## src/rtl/mem_stage.sv

```systemverilog
// Memory pipeline stage: registers EX results, issues Dcache loads/stores, aligns
// store/load data and presents writeback fields once the access completes.
module mem_stage #(
   parameter int WAIT_TO = 255
) (
   input  logic        clk,
   input  logic        rst_n,
   input  logic [31:0] ex_op_c_i,
   input  logic [4:0]  ex_reg_waddr_i,
   input  logic        ex_reg_we_i,
   input  logic        ex_mtype_i,
   input  logic        ex_mem_rw_i,
   input  logic [1:0]  ex_mem_width_i,
   input  logic [31:0] ex_mem_wr_data_i,
   input  logic        ex_mem_rdtype_i,
   input  logic        ex_mem_req_i,
   output logic        dcache_req_o,
   output logic        dcache_rw_o,
   output logic [31:0] dcache_addr_o,
   output logic [31:0] dcache_wdata_o,
   output logic [3:0]  dcache_wstrb_o,
   input  logic        dcache_gnt_i,
   input  logic        dcache_rvalid_i,
   input  logic [31:0] dcache_rdata_i,
   output logic        mem_stall_o,
   output logic        wb_valid_o,
   output logic [4:0]  wb_reg_waddr_o,
   output logic        wb_reg_we_o,
   output logic [31:0] wb_data_o,
   output logic        mem_err_o
);

   localparam int CNT_W = (WAIT_TO > 255) ? $clog2(WAIT_TO + 1) : 8;
   localparam logic [CNT_W-1:0] TO_LAST = CNT_W'(WAIT_TO - 1);

   typedef enum logic [1:0] {ST_IDLE, ST_REQ, ST_WAIT} state_t;
   state_t state, state_nxt;

   logic [31:0]      op_c_q, wr_data_q, load_q;
   logic [4:0]       reg_waddr_q;
   logic [1:0]       width_q;
   logic             reg_we_q, mtype_q, mem_rw_q, rdtype_q;
   logic             valid_q, err_q, err_pulse_q;
   logic [CNT_W-1:0] wd_cnt_q;
   logic             in_idle, in_req, mis, timeout, resp, is_store, is_load;

   function automatic logic misaligned(input logic [1:0] width, input logic [1:0] off);
      case (width)
         2'b00:   return 1'b0;
         2'b01:   return off[0];
         default: return off != 2'b00;
      endcase
   endfunction

   function automatic logic [31:0] store_data(input logic [1:0] width, input logic [31:0] d);
      case (width)
         2'b00:   return {4{d[7:0]}};
         2'b01:   return {2{d[15:0]}};
         default: return d;
      endcase
   endfunction

   function automatic logic [3:0] store_strb(input logic [1:0] width, input logic [1:0] off);
      case (width)
         2'b00:   return 4'b0001 << off;
         2'b01:   return 4'b0011 << off;
         default: return 4'b1111;
      endcase
   endfunction

   function automatic logic [31:0] load_extend(input logic [31:0] rdata, input logic [1:0] off,
                                               input logic [1:0] width, input logic zext);
      logic [31:0]        sh;
      logic signed [31:0] sx;
      sh = rdata >> {off, 3'b000};
      case (width)
         2'b00: begin
            sx = 32'(signed'(sh[7:0]));
            return zext ? {24'b0, sh[7:0]} : sx;
         end
         2'b01: begin
            sx = 32'(signed'(sh[15:0]));
            return zext ? {16'b0, sh[15:0]} : sx;
         end
         default: return sh;
      endcase
   endfunction

   assign in_idle  = (state == ST_IDLE);
   assign in_req   = (state == ST_REQ);
   assign is_store = mtype_q & mem_rw_q;
   assign is_load  = mtype_q & ~mem_rw_q;
   assign mis      = ex_mtype_i & ex_mem_req_i & misaligned(ex_mem_width_i, ex_op_c_i[1:0]);
   assign timeout  = (WAIT_TO != 0) && (state == ST_WAIT) && !dcache_rvalid_i && (wd_cnt_q == TO_LAST);
   assign resp     = dcache_rvalid_i & ((in_req & dcache_gnt_i) | (state == ST_WAIT));

   always_comb begin
      state_nxt = state;
      case (state)
         ST_IDLE: if (ex_mtype_i & ex_mem_req_i & ~mis) state_nxt = ST_REQ;
         ST_REQ:  if (dcache_gnt_i) state_nxt = dcache_rvalid_i ? ST_IDLE : ST_WAIT;
         ST_WAIT: if (dcache_rvalid_i | timeout) state_nxt = ST_IDLE;
         default: state_nxt = ST_IDLE;
      endcase
   end

   // Stage register: capture in IDLE, hold while the access is outstanding
   always_ff @(posedge clk or negedge rst_n) begin
      if (!rst_n) begin
         state       <= ST_IDLE;
         valid_q     <= 1'b0;
         err_q       <= 1'b0;
         err_pulse_q <= 1'b0;
         wd_cnt_q    <= '0;
         op_c_q      <= '0;
         wr_data_q   <= '0;
         load_q      <= '0;
         reg_waddr_q <= '0;
         width_q     <= '0;
         reg_we_q    <= 1'b0;
         mtype_q     <= 1'b0;
         mem_rw_q    <= 1'b0;
         rdtype_q    <= 1'b0;
      end else begin
         state       <= state_nxt;
         err_pulse_q <= (in_idle & mis) | timeout;
         wd_cnt_q    <= (state == ST_WAIT) ? wd_cnt_q + 1'b1 : '0;
         if (in_idle) begin
            valid_q     <= 1'b1;
            err_q       <= mis;
            op_c_q      <= ex_op_c_i;
            wr_data_q   <= ex_mem_wr_data_i;
            reg_waddr_q <= ex_reg_waddr_i;
            width_q     <= ex_mem_width_i;
            reg_we_q    <= ex_reg_we_i;
            mtype_q     <= ex_mtype_i;
            mem_rw_q    <= ex_mem_rw_i;
            rdtype_q    <= ex_mem_rdtype_i;
         end else if (timeout) begin
            err_q <= 1'b1;
         end
         if (resp & ~mem_rw_q)
            load_q <= load_extend(dcache_rdata_i, op_c_q[1:0], width_q, rdtype_q);
      end
   end

   // Dcache request is only driven in REQ; writeback only in IDLE
   assign dcache_req_o   = in_req;
   assign dcache_rw_o    = in_req & mem_rw_q;
   assign dcache_addr_o  = in_req ? {op_c_q[31:2], 2'b00} : '0;
   assign dcache_wdata_o = (in_req & mem_rw_q) ? store_data(width_q, wr_data_q) : '0;
   assign dcache_wstrb_o = (in_req & mem_rw_q) ? store_strb(width_q, op_c_q[1:0]) : '0;

   assign mem_stall_o    = ~in_idle;
   assign wb_valid_o     = in_idle & valid_q;
   assign wb_reg_waddr_o = in_idle ? reg_waddr_q : '0;
   assign wb_reg_we_o    = in_idle & valid_q & reg_we_q & ~is_store & ~err_q;
   assign wb_data_o      = !in_idle ? '0 : (is_load ? load_q : op_c_q);
   assign mem_err_o      = err_pulse_q;

endmodule
```

## config.mk

```make
export PLATFORM = sky130hd
export DESIGN_NAME = mem_stage
export DESIGN_NICKNAME = d
export VERILOG_FILES = /design/src/rtl/mem_stage.sv
export SDC_FILE = /design/constraint.sdc
export NUM_CORES = 1
export LEC_CHECK = 0
export ABC_AREA = 1
export CAP_MARGIN = 25
export CORE_AREA = 2 2 131 133
export CTS_BUF_LIST = sky130_fd_sc_hd__clkbuf_4 sky130_fd_sc_hd__clkbuf_8 sky130_fd_sc_hd__clkbuf_16
export DETAILED_ROUTE_END_ITERATION = 12
export DIE_AREA = 0 0 133 135
export MAX_ROUTING_LAYER = met4
export PLACE_DENSITY_LB_ADDON = 0.08
export RECOVER_POWER = 50
export SETUP_SLACK_MARGIN = 0.05
export SLEW_MARGIN = 10
export SYNTH_ARGS = -nofsm -noshare
export SYNTH_HDL_FRONTEND = slang
export SYNTH_SLANG_ARGS = --single-unit
```

## constraint.sdc

```tcl
create_clock -name clk -period 3.15 [get_ports clk]
set_clock_uncertainty 0.1 [all_clocks]
set_input_delay 0.945 -clock clk [delete_from_list [all_inputs] [get_ports clk]]
set_output_delay 0.945 -clock clk [all_outputs]
set_load 0.05 [all_outputs]
```

## Word level (Yosys, flattened, before mapping)

Index checks and enable logic that the tools add are counted.

| word-level totals | value |
|---|---|
| register bits after elaboration | 120 |
| latch bits | 0 |
| RAM bits | 0 |
| memory bits (read-only) | 0 |
| memories kept | 0 |

| operators by class | value |
|---|---|
| add/subtract/negate cells | 1 |
| multiply operators | 0 |
| divide/modulo/power cells | 0 |
| magnitude comparators | 0 |
| equal/unequal tests | 8 |
| shift-type cells | 3 |
| mux-type cells | 20 |
| bitwise logic cells | 22 |
| reductions and logical operators | 9 |

Operators with widths:

| operator | count |
|---|---|
| two-way mux 32 bit | 6 |
| case mux 32 bit (2 select lines) | 2 |
| right shift 32 x 5 -> 32 bit | 1 |
| bitwise AND 1 bit | 14 |
| adder 8 x 1 -> 8 bit, second input constant | 1 |
| equality test 8 bit, second input constant | 1 |
| two-way mux 2 bit | 4 |
| two-way mux 8 bit | 1 |
| case mux 4 bit (2 select lines) | 1 |
| equality test 2 x 1 -> 1 bit, second input constant | 3 |
| logical NOT 2 bit | 3 |
| case mux 2 bit (3 select lines) | 1 |
| two-way mux 5 bit | 1 |
| inverter 1 bit | 5 |
| two-way mux 4 bit | 1 |
| inequality test 2 x 1 -> 1 bit, second input constant | 2 |
| nonzero test 2 bit | 2 |
| left shift 1 x 2 -> 4 bit, first input constant | 1 |
| left shift 2 x 2 -> 4 bit, first input constant | 1 |
| OR 1 bit | 3 |
| AND reduction 3 bit | 1 |
| equality test 2 bit, second input constant | 1 |
| logical AND 1 bit | 2 |
| two-way mux 1 bit | 2 |
| other kinds (3) | 3 |

## Longest topological paths before layout

Gate-level depths: netlist (run 1).

| depth | value |
|---|---|
| depth in word-level cells | 7 |
| depth in mapped cells | 11 |

## Least setup slack after synthesis (run 1)

No wires, ideal clock.

| timing | value |
|---|---|
| path type | register to output |
| start | reg state[1] |
| end | out dcache_wdata_o[31] |
| arrival | 2.319 ns |
| path slack | -0.214 ns |
| stages on the path, launching flop included | 6 |
| buffers on the path | 0 |
| cell sequence | dfrtp_1 > inv_2 > nand2_4 > nor2_2 > inv_2 > nor3_1 |

| between the ends | value |
|---|---|
| longest elaborated chain between the ends | 3 |

Ends and longest elaborated chain:

| item | RTL line | source |
|---|---|---|
| from (decl) | 37 | `state_t state, state_nxt;` |
| from (signal assigned) | 125 | `state <= state_nxt;` |
| equality test 2 x 1 -> 1 bit | 90 | `assign in_req = (state == ST_REQ);` |
| bitwise AND 1 bit | - |  |
| net dcache_rw_o | 18 | `output logic dcache_rw_o,` |
| two-way mux 32 bit | 151 | `assign dcache_wdata_o = (in_req & mem_rw_q) ? store_data(width_q, wr_data_q) : '0;` |
| to (decl) | 20 | `output logic [31:0] dcache_wdata_o,` |

The timed path passes the listed nets, and every way through them passes these cells.

## Worst setup path in the final report (run 1)

| timing | value |
|---|---|
| start | reg state[0] |
| end | out wb_data_o[23] |

| between the ends | value |
|---|---|
| longest elaborated chain between the ends | 2 |

Ends and longest elaborated chain:

| item | RTL line | source |
|---|---|---|
| logical NOT 2 bit | 89 | `assign in_idle = (state == ST_IDLE);` |
| two-way mux 32 bit | 158 | `assign wb_data_o = !in_idle ? '0 : (is_load ? load_q : op_c_q);` |
| to (decl) | 29 | `output logic [31:0] wb_data_o,` |

Every way passes these cells.

==> results of run 1 <==
[flip-flops by register name (all words and copies together) (netlist names)]
name / flops
valid_q: 1
mem_err_o: 1
reg_we_q: 1
load_q: 32
wd_cnt_q: 8
reg_waddr_q: 5
width_q: 2
wr_data_q: 32
mtype_q: 1
rdtype_q: 1
state: 2
err_q: 1
mem_rw_q: 1
op_c_q: 32
[power groups by stage]
stage	clock network, mW	registers, mW	logic, mW
floorplan	0	2.04	1.72
global placement	0	2.09	2.61
detailed placement	0	2.10	2.62
CTS	2.13	2.08	2.63
global route	2.20	2.13	2.87
finish	2.08	2.09	2.64
[layout make-up]
type                    instances  area share [%]
clock buffers                  20            4.71
clock inverters                12            1.78
inverters                      98            3.87
multi-input cells             631            29.4
flip-flops and latches        120            30.8
well taps                     220            2.82
repair buffers                241            26.6
[synth_stat cells]
cell type | instances | area (um^2)
nand3_4 | 1 | 17.5
a31oi_1 | 1 | 6.26
nor3_1 | 2 | 10.0
clkinv_1 | 1 | 3.75
xor2_1 | 1 | 8.76
nand2_2 | 4 | 25.0
or2_2 | 1 | 6.26
o21ai_0 | 134 | 671
dfrtp_1 | 120 | 3000
and2_1 | 1 | 6.26
buf_2 | 20 | 100
o21ai_1 | 7 | 35.0
buf_6 | 5 | 56.3
clkbuf_1 | 30 | 113
inv_6 | 1 | 8.76
inv_4 | 1 | 6.26
nand2_1 | 244 | 916
nor3_2 | 1 | 10.0
ha_1 | 2 | 25.0
nand4_1 | 2 | 12.5
nand3_1 | 34 | 170
a21oi_1 | 66 | 330
nor2_1 | 111 | 417
inv_1 | 91 | 342
inv_2 | 4 | 15.0
nand2_4 | 3 | 33.8
buf_4 | 3 | 22.5
o22ai_1 | 1 | 6.26
nor2_2 | 4 | 25.0
conb_1 | 1 | 3.75
o211ai_1 | 8 | 60.1
[per-stage QoR]
stage | cells | hold slack, ps
2_1_floorplan | 906 | 340
3_3_place_gp | 1304 | 355
3_5_place_dp | 1304 | 359
4_1_cts | 1337 | 373
5_1_grt | 1342 | 396
6_report | 1342 | 368
[what timing repair did]
| action | CTS | global route |
|---|---|---|
| cloned | 1 | 0 |
| pin swaps | 0 | 2 |
| setup buffers | 0 | 5 |
| setup endpoints to repair | 55 | 52 |
| hold endpoints to repair | 0 | 0 |
| gates resized for setup | 31 | 16 |
[worst min-delay path: cells and delay by family, from the launching register on]
family        cells  cell delay [ps]
simple gates      2               90
flops             1              340
[logic make-up after synthesis]
kind of cell / Yosys count
and+or+nand+nor: 408
other: 1
xor gates and xnor gates: 1
adders and majority gates: 2
AOI/OAI and AO/OA: 217
buffers and inverters: 156
DFF: 120
[layer usage]
metal  vias to the layer above  GRT usage, %  wire (um)  share of wire, %
met5                         -             -          0                 0
met4                         0          6.93        240               1.2
met3                        17          6.04       1190               5.9
met2                       193          33.9       9090                45
met1                      2991          32.2       9490                47
li1                       3276             -          -                 -
[path summary, 6_finish.rpt]
| kind | depth (start not counted) | start | endpoint |
|---|---|---|---|
| setup / recovery | 5 | state[0] | wb_data_o[23] |
| hold / removal | 2 | wr_data_q[22] | wr_data_q[22] |
| setup reg to reg | 4 | state[0] | wr_data_q[5] |
| hold reg to reg | 2 | wr_data_q[22] | wr_data_q[22] |
| max in group asynchronous | 2 | rst_n | op_c_q[24] |
| min in group asynchronous | 1 | rst_n | wd_cnt_q[5] |
==> impl_metrics.csv, run 1 <==
group,metric,value,unit
outcome,status,"finished with violations",
outcome,failed_checks,"max-capacitance violations, max-slew violations",
power_and_ir_drop,switchingPower,2.62,mW
drt,drt-total-wl,20.0,mm
clock_tree,path_clk_slew,60,ps
drt,vias_per_cell,4.83,
sta,fin_crit_sh,94.8,%
placed_design,dp_slack,338,ps
setup_path,required,2100,ps
logic_synthesis,synth-compound-area-share,17.1,%
drt,drtPass1Iterations,5,
clock_tree,ctsRootBufferMaster,"clkbuf_16",
layout,layout_commonest_cell,"nand2_1",
logic_synthesis,yosys-mux-area-fraction,0,%
clock_tree,cts_tree,"built",
layout,drive_gt1_share,15.2,%
layout,stdcell_area,9770,um^2
layout,nNetsFinal,1223,
clock_tree,insertion_delay,420,ps
die,dieArea,18000,um^2
grt,antenna_found_initial,0,
setup_path,worstPathMaxFanout,61,
grt,grt_max_degree,80,
grt,grt_pass1_wl,31.9,mm
grt,grt_usage,23.3,%
drt,drc,0,
sta,finalSetupViolCount,0,
setup_path,crit_slowest_cell,"dfrtp_2",
clock_tree,cts.sinks,120,
sta,timing.final.ws_setup,162,ps
placed_design,io_buffer_count,220,
setup_path,cp.arrival,1940,ps
drt,detail_route.wl_per_cell,14.9,um
flow_run,drv_cap,1,
setup_path,max_stage_delay,500,ps
logic_synthesis,yosysSeqAreaShare,46.4,%
drt,ant_nets,0,
layout,n_fill_cell,1541,
sta,relSlewSlack,-12.9,%
sta,timing.fmax,335,MHz
layout,final_cell_mix,"nand2_1, o21ai_0, dfrtp_1",
sta,tightest_slew,1690,ps
layout,antennaDiodeCount,0,
logic_synthesis,yosys.area_share.simple,25.5,%
sta,min_period,2990,ps
power_and_ir_drop,p_comb_share,38.8,%
placed_design,placed_area,9090,um^2
die,die_h,135,um
drt,vias,6477,
power_and_ir_drop,power.density,697,nW/um^2
layout,area_growth,51.2,%
logic_synthesis,synth_top_family_by_area,"simple AND/OR/NAND/NOR gates",
logic_synthesis,synthCells,905,
sta,slew_viol_final,68,
setup_path,setup.worst_path.class,"reg -> out",
drt,drt-initial-drc-count,475,
logic_synthesis,syn_area,6460,um^2
layout,regArea,3010,um^2
clock_tree,cts_buffers,17,
min_path,hold_path_class,"reg -> reg",
power_and_ir_drop,fin_total_pwr,6.81,mW
power_and_ir_drop,p_clk_share,30.6,%
logic_synthesis,synth-seq-cells,120,
placed_design,gp_congestion,0.858,
power_and_ir_drop,p_leak,4.79,nW
setup_path,cp_cell_sequence,"nor2_4, buf_12, o21ai_0, a21oi_1, buf_4",
logic_synthesis,syn_avg_cell_area,7.14,um^2
power_and_ir_drop,p_int,4.19,mW
grt,grt_pass1_vias,6175,
grt,grt_overflow,0,
sta,rsz0062_at_grt,"false",
placed_design,dp_hpwl,14.2,mm
power_and_ir_drop,peakVddDrop,0.430,mV
setup_path,reg2reg_slack,690,ps
die,initial_core_util,39.4,%
clock_tree,cts_buffer_depth,2,
logic_synthesis,synthXorXnorAreaFrac,0.135,%
sta,final-hold-violation-count,0,
power_and_ir_drop,seq_power_share,30.6,%
die,die_x,133,um
die,ios,223,
layout,final_core_util,59.6,%
setup_path,critPathTopFamily,"flip-flops",
setup_path,worst-path-buf-inv,2,
clock_tree,h-tree-depth,4,
setup_path,end_kind,"output pin",
power_and_ir_drop,swShare,38.5,%
layout,multi_input_area,2880,um^2
sta,fin_setup_tns,0,ps
die,rows,47,
logic_synthesis,synth.distinct_cells,31,
logic_synthesis,synthAdderAreaFrac,0.387,%
die,core_region_area,16400,um^2
setup_path,worstSetupStartpointType,"flop",
clock_tree,hold_buffers,0,
logic_synthesis,yosysWarnings,0,
(Power assumes the default switching activity.)
==> run 2: changes to the inputs <==
--- a/config.mk
+++ b/config.mk
@@ -11,6 +11,7 @@
 export CTS_BUF_LIST = sky130_fd_sc_hd__clkbuf_4 sky130_fd_sc_hd__clkbuf_8 sky130_fd_sc_hd__clkbuf_16
 export DETAILED_ROUTE_END_ITERATION = 12
 export DIE_AREA = 0 0 133 135
+export GPL_ROUTABILITY_DRIVEN = 0
 export MAX_ROUTING_LAYER = met4
 export PLACE_DENSITY_LB_ADDON = 0.08
 export RECOVER_POWER = 50
==> constraint.sdc (replaced) <==
create_clock -name clk -period 3.6 [get_ports clk]
set_clock_uncertainty 0.1 [all_clocks]
set_input_delay 1.08 -clock clk [delete_from_list [all_inputs] [get_ports clk]]
set_output_delay 1.08 -clock clk [all_outputs]
set_load 0.05 [all_outputs]
==> impl_metrics.csv, run 2 (synthesis gave the netlist of run 1 again) <==
group,metric,value,unit
grt,antenna_found_initial,2,
sta,fin_setup_tns,0,ps
power_and_ir_drop,peakVddDrop,0.373,mV
sta,finalSetupViolCount,0,
clock_tree,h-tree-depth,4,
clock_tree,path_clk_slew,50,ps
placed_design,io_buffer_count,220,
power_and_ir_drop,fin_total_pwr,5.84,mW
clock_tree,cts.repair.resized,0,
power_and_ir_drop,seq_power_share,31.0,%
flow_run,drv_cap,1,
drt,drt-total-wl,19.5,mm
placed_design,dp_hpwl,14.2,mm
drt,vias,6386,
die,die_h,135,um
min_path,min_from,"wr_data_q[22]",
layout,layout_commonest_cell,"nand2_1",
layout,area_growth,48.7,%
setup_path,worstSetupStartpointType,"flop",
drt,drt-initial-drc-count,410,
setup_path,cp.arrival,2200,ps
outcome,failed_checks,"max-capacitance violations, max-slew violations",
setup_path,reg2reg_slack,1320,ps
layout,top_regs,"load_q: 32 flops, op_c_q: 32 flops, wr_data_q: 32 flops",
die,dieArea,18000,um^2
layout,nNetsFinal,1216,
layout,drive_gt1_share,12.8,%
grt,grt_usage,23.0,%
min_path,hold_path_class,"reg -> reg",
clock_tree,cts.sinks,120,
layout,n_fill_cell,1552,
grt,grt_max_degree,74,
power_and_ir_drop,p_comb_share,39.2,%
clock_tree,ctsRootBufferMaster,"clkbuf_16",
die,core_region_area,16400,um^2
setup_path,critical_path.startpoint,"state[1]",
clock_tree,hold_buffers,0,
drt,ant_nets,0,
sta,rsz0062_at_grt,"false",
power_and_ir_drop,switchingPower,2.25,mW
grt,grt_overflow,0,
sta,slew_viol_final,70,
setup_path,r2r-start,"state[1]",
clock_tree,cts_setup_buffers,0,
sta,fin_crit_sh,93.9,%
sta,final-hold-violation-count,0,
die,die_x,133,um
layout,final_cell_mix,"nand2_1, clkdlybuf4s50_1, o21ai_0",
sta,tightest_slew,1790,ps
layout,regArea,3000,um^2
die,ios,223,
die,rows,47,
sta,min_period,3380,ps
clock_tree,insertion_delay,410,ps
setup_path,required,2420,ps
setup_path,worstPathMaxFanout,33,
drt,vias_per_cell,4.78,
sta,relSlewSlack,-19.1,%
clock_tree,cts_buffers,17,
power_and_ir_drop,p_leak,4.62,nW
grt,grt_pass1_vias,6044,
sta,timing.fmax,296,MHz
drt,drtPass1Iterations,5,
power_and_ir_drop,p_clk_share,29.8,%
grt,grt_pass1_wl,31.7,mm
outcome,status,"finished with violations",
setup_path,end_kind,"output pin",
drt,drc,0,
die,initial_core_util,39.4,%
clock_tree,cts_tree,"built",
power_and_ir_drop,power.density,608,nW/um^2
power_and_ir_drop,p_int,3.59,mW
clock_tree,cts_buffer_depth,2,
power_and_ir_drop,swShare,38.5,%
setup_path,setup.worst_path.class,"reg -> out",
layout,multi_input_area,2810,um^2
drt,detail_route.wl_per_cell,14.6,um
## run 2: cell types whose count changed in the layout (fill, tap and decap cells not counted), sizes merged, moves of 2 or more
cell / change
buf: -11
clkdlybuf4s50: +28
clkinvlp: -3
diode: +2
dlygate4sd2: -26
dlygate4sd3: +5
## run 2: layout make-up
cell class / instances / area share, %
flip-flops and latches: 120 / 31.2
multi-input cells: 630 / 29.2
well taps: 220 / 2.86
clock buffers: 23 / 5.02
diodes: 2 / 0.0520
clock inverters: 9 / 1.28
inverters: 98 / 3.90
repair buffers: 235 / 26.4
## run 2: routing by layer
metal	global-route usage (%)	up-vias	wire, um	part of all wire [%]
met2	32.7	191	8670	45
met5	-	-	0	0
met4	5.38	0	172	0.88
li1	-	3260	-	-
met3	6.76	14	1390	7.1
met1	32.5	2921	9230	47
## run 2: critical path, stage by stage, from the launching register on
cell             delay, ps
dfrtp_1                420
inv_2                  100
nand2_4                230
nor2_1                 210
clkdlybuf4s50_1        830
## run 2: through the flow
| stage | instances | instance area, um^2 | util, % | setup WS [ps] | hold slack, ps |
|---|---|---|---|---|---|
| 6_report | 1337 | 9620 | 58.6 | 218 | 368 |
| 3_5_place_dp | 1303 | 9030 | 55.0 | 617 | 358 |
| 4_1_cts | 1335 | 9630 | 58.7 | 151 | 365 |
| 3_3_place_gp | 1303 | 9030 | 55.0 | 618 | 351 |
| 2_1_floorplan | 906 | 6470 | - | 101 | 340 |
| 5_1_grt | 1337 | 9620 | 58.6 | 44.9 | 392 |
## run 2: power by group through the flow
| stage | clock network (mW) | logic, mW | registers (mW) |
|---|---|---|---|
| final | 1.74 | 2.29 | 1.81 |
| after global routing | 1.85 | 2.49 | 1.85 |
| after CTS | 1.78 | 2.31 | 1.81 |
| after detailed placement | 0 | 2.30 | 1.83 |
| after global placement | 0 | 2.29 | 1.83 |
| after floorplan | 0 | 1.50 | 1.78 |
## run 2: final timing paths
kind                                     endpoint  cells after the start
worst max register to register          load_q[4]                      9
min in group asynchronous             wd_cnt_q[3]                      1
worst max-delay path            dcache_addr_o[31]                      4
max in group asynchronous              load_q[29]                      2
worst min-delay path                wr_data_q[22]                      2
worst min register to register      wr_data_q[22]                      2
